**src/rtl/cuca2_core.sv**
```systemverilog
// cuca2_core: two-word accumulator CPU with ALU flags, conditional branch and req/ack memory port
// Ports:
//   clock, n_reset       clock and synchronous active-low reset
//   mem_req/we/addr/wdata registered memory request, held until mem_ack
//   mem_rdata, mem_ack   read data and completion, sampled together
//   halted, illegal      core stopped; sticky undefined-opcode flag
//   acc_out, pc_out      accumulator and program counter
//   flags_out            {carry, zero}
//   ext_bus              last word moved on the memory data path
module cuca2_core #(
  parameter int BITW = 8,
  parameter int ADDRW = 8,
  parameter logic [ADDRW-1:0] RESET_PC = '0
) (
  input  logic             clock,
  input  logic             n_reset,
  output logic             mem_req,
  output logic             mem_we,
  output logic [ADDRW-1:0] mem_addr,
  output logic [BITW-1:0]  mem_wdata,
  input  logic [BITW-1:0]  mem_rdata,
  input  logic             mem_ack,
  output logic             halted,
  output logic             illegal,
  output logic [BITW-1:0]  acc_out,
  output logic [ADDRW-1:0] pc_out,
  output logic [1:0]       flags_out,
  output logic [BITW-1:0]  ext_bus
);
  typedef enum logic [2:0] {FETCH_OP, DECODE, FETCH_ARG, EXEC_MEM, HALT} state_t;
  localparam logic [3:0] OP_LDA = 4'd1, OP_STA = 4'd2, OP_ADD = 4'd3, OP_SUB = 4'd4,
                         OP_AND = 4'd5, OP_JMP = 4'd6, OP_JZ = 4'd7, OP_LDI = 4'd8, OP_HLT = 4'd9;
  state_t state_q, state_d;
  logic [ADDRW-1:0] pc_q, pc_d, opnd_q, opnd_d, addr_q, addr_d;
  logic [BITW-1:0] acc_q, acc_d, wdata_q, wdata_d, ext_q, ext_d, res;
  logic [3:0] ir_q, ir_d;
  logic zero_q, zero_d, carry_q, carry_d, req_q, req_d, we_q, we_d, ill_q, ill_d;
  logic [BITW:0] sum, diff;
  logic [ADDRW-1:0] rd_addr;
  logic ack, bad_op, mem_op;
  assign sum = {1'b0, acc_q} + {1'b0, mem_rdata};
  assign diff = {1'b0, acc_q} - {1'b0, mem_rdata};
  assign rd_addr = mem_rdata[ADDRW-1:0];
  assign ack = req_q & mem_ack;
  assign bad_op = ir_q > OP_HLT;
  assign mem_op = ir_q inside {OP_LDA, OP_STA, OP_ADD, OP_SUB, OP_AND};
  // A fresh request is raised in the first cycle of each memory state, so
  // every access is preceded by at least one idle cycle.
  always_comb begin
    state_d = state_q;
    pc_d = pc_q;
    opnd_d = opnd_q;
    addr_d = addr_q;
    acc_d = acc_q;
    wdata_d = wdata_q;
    ext_d = ext_q;
    ir_d = ir_q;
    zero_d = zero_q;
    carry_d = carry_q;
    req_d = req_q;
    we_d = we_q;
    ill_d = ill_q;
    res = ir_q == OP_ADD ? sum[BITW-1:0] :
          ir_q == OP_SUB ? diff[BITW-1:0] :
          ir_q == OP_AND ? (acc_q & mem_rdata) : mem_rdata;
    case (state_q)
      FETCH_OP: begin
        if (!req_q) begin
          req_d = 1'b1;
          we_d = 1'b0;
          addr_d = pc_q;
        end else if (ack) begin
          req_d = 1'b0;
          ir_d = mem_rdata[3:0];
          ext_d = mem_rdata;
          pc_d = pc_q + ADDRW'(1);
          state_d = DECODE;
        end
      end
      DECODE: begin
        ill_d = ill_q | bad_op;
        state_d = (ir_q == OP_HLT || bad_op) ? HALT : FETCH_ARG;
      end
      FETCH_ARG: begin
        if (!req_q) begin
          req_d = 1'b1;
          we_d = 1'b0;
          addr_d = pc_q;
        end else if (ack) begin
          req_d = 1'b0;
          opnd_d = rd_addr;
          ext_d = mem_rdata;
          acc_d = ir_q == OP_LDI ? mem_rdata : acc_q;
          zero_d = ir_q == OP_LDI ? mem_rdata == '0 : zero_q;
          // A taken jump replaces the operand-fetch increment.
          pc_d = (ir_q == OP_JMP || (ir_q == OP_JZ && zero_q)) ? rd_addr : pc_q + ADDRW'(1);
          state_d = mem_op ? EXEC_MEM : FETCH_OP;
        end
      end
      EXEC_MEM: begin
        if (!req_q) begin
          req_d = 1'b1;
          we_d = ir_q == OP_STA;
          addr_d = opnd_q;
          wdata_d = acc_q;
        end else if (ack) begin
          req_d = 1'b0;
          ext_d = we_q ? wdata_q : mem_rdata;
          acc_d = we_q ? acc_q : res;
          zero_d = we_q ? zero_q : res == '0;
          // Borrow is the inverted carry of the extended subtraction: set when acc < mem.
          carry_d = ir_q == OP_ADD ? sum[BITW] : ir_q == OP_SUB ? diff[BITW] : carry_q;
          state_d = FETCH_OP;
        end
      end
      default: req_d = 1'b0;
    endcase
  end
  always_ff @(posedge clock) begin
    if (!n_reset) begin
      state_q <= FETCH_OP;
      pc_q <= RESET_PC;
      opnd_q <= '0;
      addr_q <= '0;
      acc_q <= '0;
      wdata_q <= '0;
      ext_q <= '0;
      ir_q <= '0;
      zero_q <= 1'b0;
      carry_q <= 1'b0;
      req_q <= 1'b0;
      we_q <= 1'b0;
      ill_q <= 1'b0;
    end else begin
      state_q <= state_d;
      pc_q <= pc_d;
      opnd_q <= opnd_d;
      addr_q <= addr_d;
      acc_q <= acc_d;
      wdata_q <= wdata_d;
      ext_q <= ext_d;
      ir_q <= ir_d;
      zero_q <= zero_d;
      carry_q <= carry_d;
      req_q <= req_d;
      we_q <= we_d;
      ill_q <= ill_d;
    end
  end
  assign mem_req = req_q;
  assign mem_we = we_q;
  assign mem_addr = addr_q;
  assign mem_wdata = wdata_q;
  assign halted = state_q == HALT;
  assign illegal = ill_q;
  assign acc_out = acc_q;
  assign pc_out = pc_q;
  assign flags_out = {carry_q, zero_q};
  assign ext_bus = ext_q;
endmodule

```
**config.mk**
```make
export PLATFORM = sky130hd
export DESIGN_NAME = cuca2_core
export DESIGN_NICKNAME = d
export VERILOG_FILES = /design/src/rtl/cuca2_core.sv
export SDC_FILE = /design/constraint.sdc
export NUM_CORES = 1
export LEC_CHECK = 0
export ABC_AREA = 1
export BUFFER_PORTS_ARGS = -buffer_cell sky130_fd_sc_hd__buf_4
export CAP_MARGIN = 10
export CELL_PAD_IN_SITES_DETAIL_PLACEMENT = 1
export CELL_PAD_IN_SITES_GLOBAL_PLACEMENT = 1
export CORE_UTILIZATION = 30
export DETAILED_ROUTE_END_ITERATION = 8
export GPL_ROUTABILITY_DRIVEN = 0
export PLACE_DENSITY_LB_ADDON = 0.08
export SLEW_MARGIN = 20
export SYNTH_ARGS = -nofsm -noshare
export SYNTH_HDL_FRONTEND = slang
export SYNTH_SLANG_ARGS = --single-unit
export TNS_END_PERCENT = 100
```
**constraint.sdc**
```tcl
create_clock -name clock -period 1.95 [get_ports clock]
set_input_delay 0.195 -clock clock [delete_from_list [all_inputs] [get_ports clock]]
set_output_delay 0.195 -clock clock [all_outputs]
set_load 0.05 [all_outputs]
```
; Word-level counts from Yosys, hierarchy flattened
; Index checks and enable logic that the tools add are counted.
[word_totals]
register_bits = 60
latch_bits = 0
ram_bits = 0
romBits = 0
inputBits = 11
out_inout_bits = 46
elab_cells = 118
n_memories = 0
[classes]
add_sub_neg = 3
multipliers = 0
n_div = 0
magnitude_cmp = 1
eq_ne = 25
shifts = 0
n_mux = 49
bitwise = 4
n_reduce_logical = 23
[op_table]
columns = cell, count
row1 = $mux W8, 21
row2 = $pmux W8 S2, 4
row3 = $mux W3, 7
row4 = $ne A2 B2 Y1 const B, 10
row5 = $eq A4 B3 Y1 const B, 4
row6 = $logic_not A8 Y1, 2
row7 = $reduce_and A7 Y1, 2
row8 = $mux W1, 12
row9 = $pmux W3 S4, 1
row10 = $reduce_and A5 Y1, 2
row11 = $add A8 B8 Y9, 1
row12 = $reduce_and A3 Y1, 3
row13 = $sub A8 B8 Y9, 1
row14 = $add A8 B1 Y8 const B, 1
row15 = $and A8 B8 Y8, 1
row16 = $eq A4 B2 Y1 const B, 2
row17 = $eq A4 B4 Y1 const B, 2
row18 = $reduce_bool A2 Y1, 4
row19 = $eq A3 B2 Y1 const B, 2
row20 = $pmux W1 S2, 3
row21 = $reduce_bool A5 Y1, 1
row22 = $eq A4 B1 Y1 const B, 1
row23 = $gt A4 B4 Y1 const B, 1
row24 = $ne A2 B1 Y1 const B, 2
row25 = other kinds (14), 15

; Longest topological paths before layout
[logic_depth]
word_depth = 9
ltp_mapped = 16
depth_no_buf = 16

; Worst setup path after synthesis
; Ideal clock, no wire load.
[synth_timing]
path_kind = reg2reg
startpoint = reg acc_q[0] (netlist: acc_out[0])
endpoint = reg zero_q
setup_time_ps = 70
arrival_time_ps = 2166
required_ps = 1880
slack_ps = -286
stages_incl_launch_ff = 17
n_path_buf = 0
period_less_slack_ps = 2236
cell_sequence = dfxtp_1 -> inv_1 -> ha_1 -> fa_1 -> inv_1 -> nand3_1 -> nand2_1 -> nand2_1 -> nand2_1 -> nand2_1 -> nand3_1 -> nand2_1 -> nand2_1 -> inv_1 -> nor2_1 -> nand2_1 -> a21oi_1
[synth_between]
elab_chain_len = 9
elab_cells_between_ends = 11
classes_between = add/sub: 2 / mux: 7 / bitwise: 1 / reduce/logical: 1
[synth_lines]
columns = element, line_no
row1 = "start, declared", 35  ; logic [BITW-1:0] acc_q, acc_d, wdata_q, wdata_d, ext_q, ext_d, res;
row2 = "start signal, assigned", 125  ; acc_q <= '0;
row3 = "start signal, assigned", 139  ; acc_q <= acc_d;
row4 = "parallel branches: the longest is 3 deep, another holds $sub A8 B8 Y9", n/a
row5 = $mux W8 *, 63  ; res = ir_q == OP_ADD ? sum[BITW-1:0] :
row6 = $logic_not A8 Y1 *, 110  ; zero_d = we_q ? zero_q : res == '0;
row7 = $mux W1 *, 110
row8 = $mux W1 *, 106  ; end else if (ack) begin
row9 = $mux W1 *, 101  ; if (!req_q) begin
row10 = $pmux W1 S2 *, 66  ; case (state_q)
row11 = "end signal, assigned", 143  ; zero_q <= zero_d;
row12 = "end, declared", 37  ; logic zero_q, zero_d, carry_q, carry_d, req_q, req_d, we_q, we_d, ill_q, ill_d;
; Every way passes the cells marked *. The select of a mux whose other input is x is not followed.
; A chain may end at the register's enable or synchronous reset.

; Worst setup path in the final report
[layout_timing]
startpoint = reg acc_q[0] (netlist: acc_out[0])
endpoint = reg carry_q
[layout_between]
elab_chain_len = 3
elab_cells_between_ends = 4
classes_between = add/sub: 2 / mux: 2
[layout_lines]
columns = element, line_no
row1 = $sub A8 B8 Y9, 42  ; assign diff = {1'b0, acc_q} - {1'b0, mem_rdata};
row2 = $mux W1, 112  ; carry_d = ir_q == OP_ADD ? sum[BITW] : ir_q == OP_SUB ? diff[BITW] : carry_q;
row3 = $mux W1 *, 112
row4 = "end signal, assigned", 144  ; carry_q <= carry_d;
row5 = "end, declared", 37
; Every way passes the cells marked *; elsewhere a longest branch is shown, timed or not. The select of a mux whose other input is x is not followed.

==> summary.txt <==
Run status
  • Status: complete, but fails checks
  • Failing checks: setup timing

Clock network
  • CTS root buffer: clkbuf_16
  • Clock Pin Slew Worst Setup and Hold Paths: 60 ps
  • Num CTS Buffers: 9
  • Post-cts hold buffer count: 0
  • Clock sink count: 60
  • H-tree Lvls: 3
  • Latest clock arrival within the worst-skew pair: 330 ps
  • Max Root-Sink Buffers: 2
  • CTS tree: yes

Timing
  • RSZ-0062 raised after global routing: yes
  • Final max-slew violation count: 0
  • Final Cycle Share: 100%
  • Final setup vio count: 1
  • Min cycle time layout: 1960 ps
  • Max Fclk: 511 MHz
  • Setup TNS: -6.45 ps
  • Hold Fails Final Rpt: 0
  • Final worst setup slack: -6.45 ps
  • Layout Skew: 6.40 ps
  • Worst slew pin tran: 423 ps
  • Worst slew margin: 71.6%

Place
  • Hpwl dp: 10800 um
  • Buffers added on ports: 56
  • Post-DP Area: 0.00460 sq mm
  • DP Worst Slack: -189 ps

Final layout
  • Final design utilization: 41.3%
  • Multi-input logic area: 0.00220 sq mm
  • # diodes: 0
  • Layout Nets: 687
  • Syn-to-layout area delta: 34.4%
  • Storage element area: 0.00121 sq mm
  • Fillers: 1579
  • Design Area, Final: 0.00496 sq mm
  • Layout cell share with drive strength beyond 1: 26.9%

Synth
  • Share of the synthesized area in the top cell type: 32.5%
  • Syn_nets: 585
  • Yosys top cell by area: dfxtp_1
  • Syn Inst Count: 555
  • Yosys cell types: 38
  • Mapped Avg Cell Area: 6.65 sq um
  • Synth area leaders: dfxtp_1 33%, nand2_1 12%, a21oi_1 9.4%
  • Async SR Flop Fraction: 0%
  • Synth Flop Type: dfxtp_1
  • Sequential-to-total area share from yosys stat: 32.5%
  • Synth Cell Area: 0.00369 sq mm
  • Ys Warns: 0
  • Number of synthesized flops with an enable pin: 0
  • Synth Register Bits: 60

Floorplan
  • Effective utilization at floorplan: 30.7%
  • Die Ht: 113 um
  • Ports: 57
  • Die area: 0.0128 sq mm
  • Core Box Area: 0.0120 sq mm
  • Std cell rows: 40
  • Die X-Extent: 113 um

Global routing
  • Global route overflow: 0
  • GRT Total Usage: 23.1%
  • Vias in the first global route: 4155
  • Largest net degree at the start of global routing: 29
  • Antenna violations before repair: 0
  • First-pass GRT wire length: 22700 um

Critical path
  • Largest stage delay, worst path: 360 ps
  • Startpoint Class: flip-flop
  • Critical Path End Type: flip-flop
  • Data required time of the worst path: 2180 ps
  • Arrival @ worst endpoint: 2190 ps
  • Crit-path cells: ha_2 > fa_2 > nand3_2 > nand2_2 > nand2_2 > nand2_2 > a21oi_2 > nor2_1 > nor3_1 > o21ai_1 > nand2_1 > inv_1
  • Setup Crit Path Kind: flip-flop to flip-flop
  • Slowest CP cell: dfxtp_4
  • Critical Path Fanout Max: 4
  • Critical Path Most Common Cell: nand2_2

Route
  • Total wire length: 14000 um
  • DRT Pass-1 Iters: 4
  • DR vias/cell: 5.09
  • Antenna Nets Post-Route: 0
  • Initial drt markers: 241
  • Via total after detailed routing: 4115
  • Remaining DRCs: 0
  • Wire length per cell: 17.4 um

Power and ir drop
  • Total power: 4.53 mW
  • Worst vdd ir: 557 uV
  • LEAKAGE: 2.38 nW
  • PwrDens: 912 mW/mm^2

Run
  • # Max-Cap Violations: 0

Hold path
  • Hold crit path type: input pin to flip-flop
## cell families (layout without fill, tap and decap cells)
family | count (synthesis) | in the layout | synth area share [%]
buffers and inverters | 89 | 195 | 9.90
and+or+nand+nor | 236 | 236 | 28.3
xor gates and xnor gates | 4 | 4 | 0.949
adders and majority gates | 19 | 19 | 6.85
AOI/OAI and AO/OA | 147 | 147 | 21.5
DFF | 60 | 60 | 32.5
## area by class of cell
class	instances	area share [%]
Multi-Input combinational cell	406	44.4
Inverter	69	5.27
Tap cell	147	3.71
Sequential cell	60	24.4
Clock buffer	9	4.54
Timing Repair Buffer	111	16.8
Clock inverter	6	0.857
## worst max-delay path, delay by kind of cell, from the launching register on
| family | cells | cell delay [ps] |
|---|---|---|
| AOI/OAI and AO/OA | 2 | 260 |
| adders and majority gates | 2 | 550 |
| buffers and inverters | 1 | 30 |
| DFF | 1 | 360 |
| and+or+nand+nor | 7 | 660 |
## sequential cells by signal, summed over array words and instances, names as in the netlist, 3 cells and up
| name | cells |
|---|---|
| pc_out | 8 |
| mem_addr | 8 |
| acc_out | 8 |
| opnd_q | 8 |
| mem_wdata | 8 |
| state_q | 3 |
| ext_bus | 8 |
| ir_q | 4 |
## Yosys cell counts (all sizes together) (2+ instances only)
master and number:
nand2 124, xor2 3, nor4 3, ha 17, fa 2, a211oi 2, or2 2, inv 68
nor2 53, dfxtp 60, nor3 5, nand3b 2, nand4 4, buf 12, nand3 43, o21ai 57
a31oi 2, clkbuf 8, a21oi 69, o211ai 14
## layout by cell type (no fill, tap or decap), types with 4 or more instances in the layout
cell type and n:
nand2_1 114, buf_4 111, a21oi_1 65, inv_1 58, dfxtp_1 53, o21ai_0 52
nor2_1 45, nand3_1 39, o211ai_1 14, ha_1 14, inv_2 9, clkbuf_16 9
nand2_2 8, dfxtp_2 6, nor3_1 5, nand4_1 4, nor2_2 4, nor2_4 4
nand3_2 4, a21oi_2 4
## repair_timing
action / CTS / global route
gates resized for setup: 11 / 13
pin swaps: 4 / 10
setup endpoints to repair: 4 / 6
setup buffers: 2 / 0
## worst paths after layout
check                           slack (ps)  cells after the start       to    startpoint
worst max-delay path                    -6                     12  carry_q    acc_out[0]
worst min-delay path                   200                      3  ir_q[1]  mem_rdata[1]
worst max register to register          -6                     12  carry_q    acc_out[0]
worst min register to register         470                      2  illegal       illegal
## report_power, final
| part | switching (mW) | leakage (nW) | total, mW | internal [mW] |
|---|---|---|---|---|
| Sequential | 0.113 | 0.491 | 1.48 | 1.37 |
| Combinational | 1.07 | 1.76 | 1.59 | 0.515 |
| Clock | 0.606 | 0.127 | 1.46 | 0.851 |
## stage by stage
stage          hold slack (ps)  cells
2_1_floorplan              330    555
3_3_place_gp               458    791
3_5_place_dp               466    791
4_1_cts                    188    808
5_1_grt                    219    808
6_report                   199    808
## metal layers
metal,GRT usage (%),part of all wire [%],routed length [um]
met5,0,0,0
met1,32.3,50,7010
met4,4.56,0.73,103
met3,5.14,4.5,627
met2,36.7,45,6280
No activity file was read; power rests on OpenSTA's default activity.
